**config.mk**
```make
export PLATFORM = sky130hd
export DESIGN_NAME = el2_lsu_clken_gen
export DESIGN_NICKNAME = d
export VERILOG_FILES = /design/src/rtl/el2_pkg.sv /design/src/rtl/el2_lsu_clken_hyst.sv /design/src/rtl/el2_lsu_clken_gen.sv
export SDC_FILE = /design/constraint.sdc
export NUM_CORES = 1
export LEC_CHECK = 0
export BUFFER_PORTS_ARGS = -buffer_cell sky130_fd_sc_hd__buf_2
export CAP_MARGIN = 20
export CORE_MARGIN = 2
export CORE_UTILIZATION = 35
export CTS_CLUSTER_SIZE = 12
export DETAILED_ROUTE_END_ITERATION = 10
export GPL_ROUTABILITY_DRIVEN = 0
export PLACE_DENSITY = 0.62
export SYNTH_ARGS = -nofsm -noshare
export SYNTH_HDL_FRONTEND = slang
export SYNTH_SLANG_ARGS = --single-unit
export TNS_END_PERCENT = 30
```
**constraint.sdc**
```tcl
create_clock -name clk -period 1.47 [get_ports clk]
set_input_delay 0.2205 -clock clk [delete_from_list [all_inputs] [get_ports clk]]
set_output_delay 0.2205 -clock clk [all_outputs]
set_load 0.005 [all_outputs]
```
**src/rtl/el2_pkg.sv**
```systemverilog
// Shared LSU clock-enable definitions: channel indices,
// hysteresis counter width and default per-channel hold lengths.
package el2_pkg;

    typedef enum logic [1:0] {
        STBUF  = 2'd0,
        IBUF   = 2'd1,
        OBUF   = 2'd2,
        BUSBUF = 2'd3
    } el2_lsu_ch_e;

    localparam int LSU_CLKEN_HOLD_W = 4;

    localparam logic [LSU_CLKEN_HOLD_W-1:0] HOLD_STBUF  = LSU_CLKEN_HOLD_W'(2);
    localparam logic [LSU_CLKEN_HOLD_W-1:0] HOLD_IBUF   = LSU_CLKEN_HOLD_W'(1);
    localparam logic [LSU_CLKEN_HOLD_W-1:0] HOLD_OBUF   = LSU_CLKEN_HOLD_W'(1);
    localparam logic [LSU_CLKEN_HOLD_W-1:0] HOLD_BUSBUF = LSU_CLKEN_HOLD_W'(3);

    localparam logic [4*LSU_CLKEN_HOLD_W-1:0] HOLD_DEFAULT =
        {HOLD_BUSBUF, HOLD_OBUF, HOLD_IBUF, HOLD_STBUF};

    // Hold length of one channel out of a packed cfg_hold vector
    function automatic logic [LSU_CLKEN_HOLD_W-1:0] hold_of(
        input logic [4*LSU_CLKEN_HOLD_W-1:0] cfg,
        input el2_lsu_ch_e                   ch
    );
        return cfg[int'(ch)*LSU_CLKEN_HOLD_W +: LSU_CLKEN_HOLD_W];
    endfunction

endpackage

```
**src/rtl/el2_lsu_clken_hyst.sv**
```systemverilog
// One auxiliary channel: request hysteresis counter plus its
// clock enable, optionally qualified by the bus clock ratio.
module el2_lsu_clken_hyst
    import el2_pkg::*;
#(
    parameter int HOLD_W = LSU_CLKEN_HOLD_W,
    parameter bit BUS_Q  = 1'b0
) (
    input  logic              clk,
    input  logic              rst,
    input  logic              req,
    input  logic              bus_clk_en,
    input  logic              clk_override,
    input  logic              scan_mode,
    input  logic [HOLD_W-1:0] hold,
    output logic              act,
    output logic              en
);

    logic [HOLD_W-1:0] cnt;
    logic              tick;

    // Bus-qualified channels only age on bus clock ticks
    assign tick = BUS_Q ? bus_clk_en : 1'b1;

    // Reload on request, otherwise count down to zero on ticks
    always_ff @(posedge clk) begin
        if (rst) begin
            cnt <= '0;
        end else if (req) begin
            cnt <= hold;
        end else if ((cnt != '0) && tick) begin
            cnt <= cnt - HOLD_W'(1);
        end
    end

    assign act = req | (cnt != '0);

    // scan_mode bypasses the bus gate; clk_override does not
    assign en = scan_mode | ((act | clk_override) & tick);

endmodule

```
**src/rtl/el2_lsu_clken_gen.sv**
```systemverilog
// LSU clock-enable generator: per-stage c1/c2/store enables,
// per-channel hysteresis enables, free enable and idle status.
module el2_lsu_clken_gen
    import el2_pkg::*;
#(
    parameter int             NSTAGE   = 3,
    parameter int             NCH      = 4,
    parameter int             HOLD_W   = LSU_CLKEN_HOLD_W,
    parameter logic [NCH-1:0] BUS_MASK = '0
) (
    input  logic                  clk,
    input  logic                  rst,
    input  logic                  clk_override,
    input  logic                  scan_mode,
    input  logic [NSTAGE-1:0]     stage_vld,
    input  logic [NSTAGE-1:0]     stage_store,
    input  logic [NCH-1:0]        ch_req,
    input  logic                  ch_bus_clk_en,
    input  logic [NCH*HOLD_W-1:0] cfg_hold,
    input  logic                  free_busy,
    output logic [NSTAGE-1:0]     c1_en,
    output logic [NSTAGE-1:0]     c2_en,
    output logic [NSTAGE-1:0]     store_c1_en,
    output logic [NCH-1:0]        ch_en,
    output logic                  free_c2_en,
    output logic                  all_idle
);

    logic              ovr;
    logic [NSTAGE-1:0] c1_raw;
    logic [NSTAGE-1:0] c1_q;
    logic [NCH-1:0]    ch_act;
    logic              free_c1;
    logic              free_q;

    assign ovr = clk_override | scan_mode;

    // A packet walks the stage chain one stage per cycle
    assign c1_raw[0] = stage_vld[0];

    if (NSTAGE > 1) begin : g_chain
        assign c1_raw[NSTAGE-1:1] =
            stage_vld[NSTAGE-1:1] | c1_q[NSTAGE-2:0];
    end

    // Registered copy of the stage activity
    always_ff @(posedge clk) begin
        if (rst) begin
            c1_q <= '0;
        end else begin
            c1_q <= c1_raw;
        end
    end

    assign c1_en       = c1_raw | {NSTAGE{ovr}};
    assign c2_en       = c1_raw | c1_q | {NSTAGE{ovr}};
    assign store_c1_en = (c1_raw & stage_store) | {NSTAGE{ovr}};

    for (genvar k = 0; k < NCH; k++) begin : g_ch
        el2_lsu_clken_hyst #(
            .HOLD_W (HOLD_W),
            .BUS_Q  (BUS_MASK[k])
        ) u_hyst (
            .clk          (clk),
            .rst          (rst),
            .req          (ch_req[k]),
            .bus_clk_en   (ch_bus_clk_en),
            .clk_override (clk_override),
            .scan_mode    (scan_mode),
            .hold         (cfg_hold[k*HOLD_W +: HOLD_W]),
            .act          (ch_act[k]),
            .en           (ch_en[k])
        );
    end

    assign free_c1 = (|stage_vld) | (|c1_q) | free_busy
                   | (|ch_act) | ovr;

    assign free_c2_en = free_c1 | free_q;

    // Free enable history and idle flag (idle once two quiet cycles seen)
    always_ff @(posedge clk) begin
        if (rst) begin
            free_q   <= 1'b0;
            all_idle <= 1'b1;
        end else begin
            free_q   <= free_c1;
            all_idle <= ~(free_c1 | free_q);
        end
    end

endmodule

```
==> key figures <==
Drt
  – Detailed Route WL: between 3 and 4 mm
  – 1st-iter DRT viols: 36
  – Drt first pass iters: 4
  – Vias per cell: between 4 and 5
  – DR WL/cell: approximately 13 um
  – WL met2: 1.70 mm
  – Post-DRT Antenna Nets: 0
  – Met1 Wirelength: 1.44 mm
  – # DRC: 0
  – Met3 wire length: about 170 um
  – Detailed-route via count: between 1000 and 1500
  – Max Used Layer: met4

Synthesis
  – FFs w/ async S/R, synth: 0%
  – Synth area leader: dfxtp_1
  – Synth cell count leaders: 23 x nand2_1, 21 x dfxtp_1, 12 x xnor2_1, 9 x inv_1, 8 x ha_1
  – EDFF count, synth: 0
  – Syn_nets: 183
  – Warnings, synthesis: 0
  – Ys flop type: dfxtp_1
  – Area share of the leading cell type in the synthesized netlist: 33.3%
  – Cells after synthesis: 143
  – Unique masters post-synth: 33
  – Post-synthesis register bit count: 21
  – Avg Inst Size Synth: roughly 9 um2
  – Synth top area cells: dfxtp_1 33%, xnor2_1 8.3%, ha_1 7.9%
  – Sequential fraction of the synthesis area: between 30% and 40%
  – Top-count cell post-synth: nand2_1
  – Synthesized area: around 0.0013 mm2

STA
  – Fin worst setup slack: -426 ps
  – Max-slew violation count: 0
  – Slew margin rel.: around three quarters
  – Unrepaired setup endpoints after global routing: true
  – Final hold violations: 0
  – Minimum clock period: 1900 ps
  – Tightest Pin Transition: 389 ps
  – Period utilization: 129%
  – Max Clk Rate: 527 MHz
  – Setup Skew: just over 4 ps
  – Final setup viols: 12

Floorplan
  – Row cnt: 21
  – Total die area: 0.00410 mm2
  – Die Ht: 64.0 um
  – IO Pins: 47
  – Die width: between 60 and 70 um
  – Core Area: ~0.0034 mm2
  – Initial Utilization: between 30% and 40%

Cells and area
  – Antenna diodes: 0
  – Final std cells w/o fill: between 200 and 300
  – P&R area growth vs syn: 52.7%
  – Layout cell share with drive strength beyond 1: roughly three fifths
  – Final Cell Area: 0.00193 mm2
  – Final core utilization: between 50% and 60%
  – Final net count: 257

Pwr
  – IR Drop Worst-Case VDD: between 400 and 500 uV
  – Static Leak: approximately 0.81 nW
  – Pwr dens: 960 mW/mm2
  – Total power: 1.85 mW

CTS
  – CTS Buf Count: 3
  – CTS tree: built
  – Clock tree buffer depth: 2
  – CTS sink cnt: 21
  – Hold-fix buffers, CTS: 0
  – Worst-path clk slew: roughly 120 ps
  – H-Tree Level Count: 1
  – Insertion delay of the later-clocked pin in the worst-skew pair: about 300 ps
  – Clk Tree Root Cell: clkbuf_4

Setup path
  – Worst Setup End Kind: output pin
  – Worst path arrival time: ~1700 ps
  – Max Fanout on Critical Path: 2
  – Crit Path Class: reg -> out
  – CP required: approximately 1300 ps
  – CP Launch Type: flop

Global routing
  – Initial antenna violation count: 0
  – First-pass GRT wire length: between 5 and 6 mm
  – Largest net degree at the start of global routing: 19
  – Number of global-route vias before repair: ~1300
  – GRT overflow: 0
  – Total GRT Usage: 16.7%

Placement
  – Number of port buffers: 45
  – Setup WS pre-CTS: -182 ps
  – Placed Cells incl. Taps: about 250
  – Area after DPL: ~0.0017 mm2
  – HPWL after DPL: approximately 2.4 mm

Status
  – Failing checks: negative setup slack
  – Status: finished with violations

Run
  – Max-cap check violation count: 0

Worst hold path
  – Worst min path class: in -> reg
==> flip-flops by register name, summed over array words and instances (netlist names) <==
| signal | cells |
|---|---|
| all_idle | 1 |
| c1_q | 3 |
| g_ch.u_hyst.cnt | 16 |
| free_q | 1 |
==> logic make-up (layout without fill, tap and decap cells) <==
| group | count (synthesis) | count (layout) | share of synthesized area [%] |
|---|---|---|---|
| AO/OA/AOI/OAI | 21 | 21 | 12.0 |
| AND/OR/NAND/NOR | 62 | 62 | 29.2 |
| flip-flops | 21 | 21 | 33.3 |
| XOR/XNOR | 12 | 12 | 8.33 |
| multiplexers | 3 | 3 | 2.98 |
| buffers and inverters | 16 | 89 | 6.25 |
| adder cells (fa/ha/maj) | 8 | 8 | 7.94 |
==> area by class of cell <==
type                       count  area, um2
sequential                    21        433
multi-input combinational    106        886
timing repair buffer          76        489
clock buffer                   4       26.3
fill                         296       1460
inverter                       9       33.8
tap                           46       57.6
==> placed cells by master, fill, tap and decap left out, types with 5 or more instances in the layout <==
cell type,synthesis,layout
nand2_1,23,22
or3_1,5,5
xnor2_1,12,12
buf_4,5,25
dfxtp_2,0,10
inv_2,0,7
or2_2,6,6
buf_2,0,45
dfxtp_1,21,11
buf_6,0,5
==> where the power goes <==
part / internal [mW] / switching [mW] / total, mW
clock network: 0.106 / 0.175 / 0.280
logic: 0.514 / 0.361 / 0.875
registers: 0.642 / 0.0510 / 0.693
total: 1.26 / 0.587 / 1.85
==> worst max-delay path, cell delays in order, from the launching register on <==
cell and delay, ps:
dfxtp_2 350, inv_2 70, ha_4 120, or3b_4 390, nor3_4 160, nand4_1 130, buf_2 150
==> metal layers <==
metal,up-vias,GRT usage (%)
met1,596,19.1
met2,40,30.6
li1,641,-
met5,-,0
met3,6,4.40
met4,0,4.35
==> repair_timing <==
item,in CTS,in global routing
resized for setup,20,26
hold endpoints to repair,0,0
buffers inserted,4,5
endpoints found under the setup margin,11,17
pin swaps,8,10
==> worst paths after layout <==
kind	startpoint	endpoint	cells after the start	slack, ps
setup / recovery	g_ch[2].u_hyst.cnt[0]	free_c2_en	6	-430
hold / removal	cfg_hold[14]	g_ch[3].u_hyst.cnt[2]	3	150
setup reg to reg	g_ch[2].u_hyst.cnt[0]	g_ch[2].u_hyst.cnt[1]	8	-270
hold reg to reg	c1_q[1]	c1_q[2]	3	580
==> stage by stage <==
step / setup TNS, ps / hold slack, ps
after floorplan: 0 / 292
after global placement: -214 / 459
after detailed placement: -364 / 469
after CTS: -2150 / 138
after global routing: -3180 / 141
final: -2250 / 153
No activity file was read; power rests on OpenSTA's default activity.
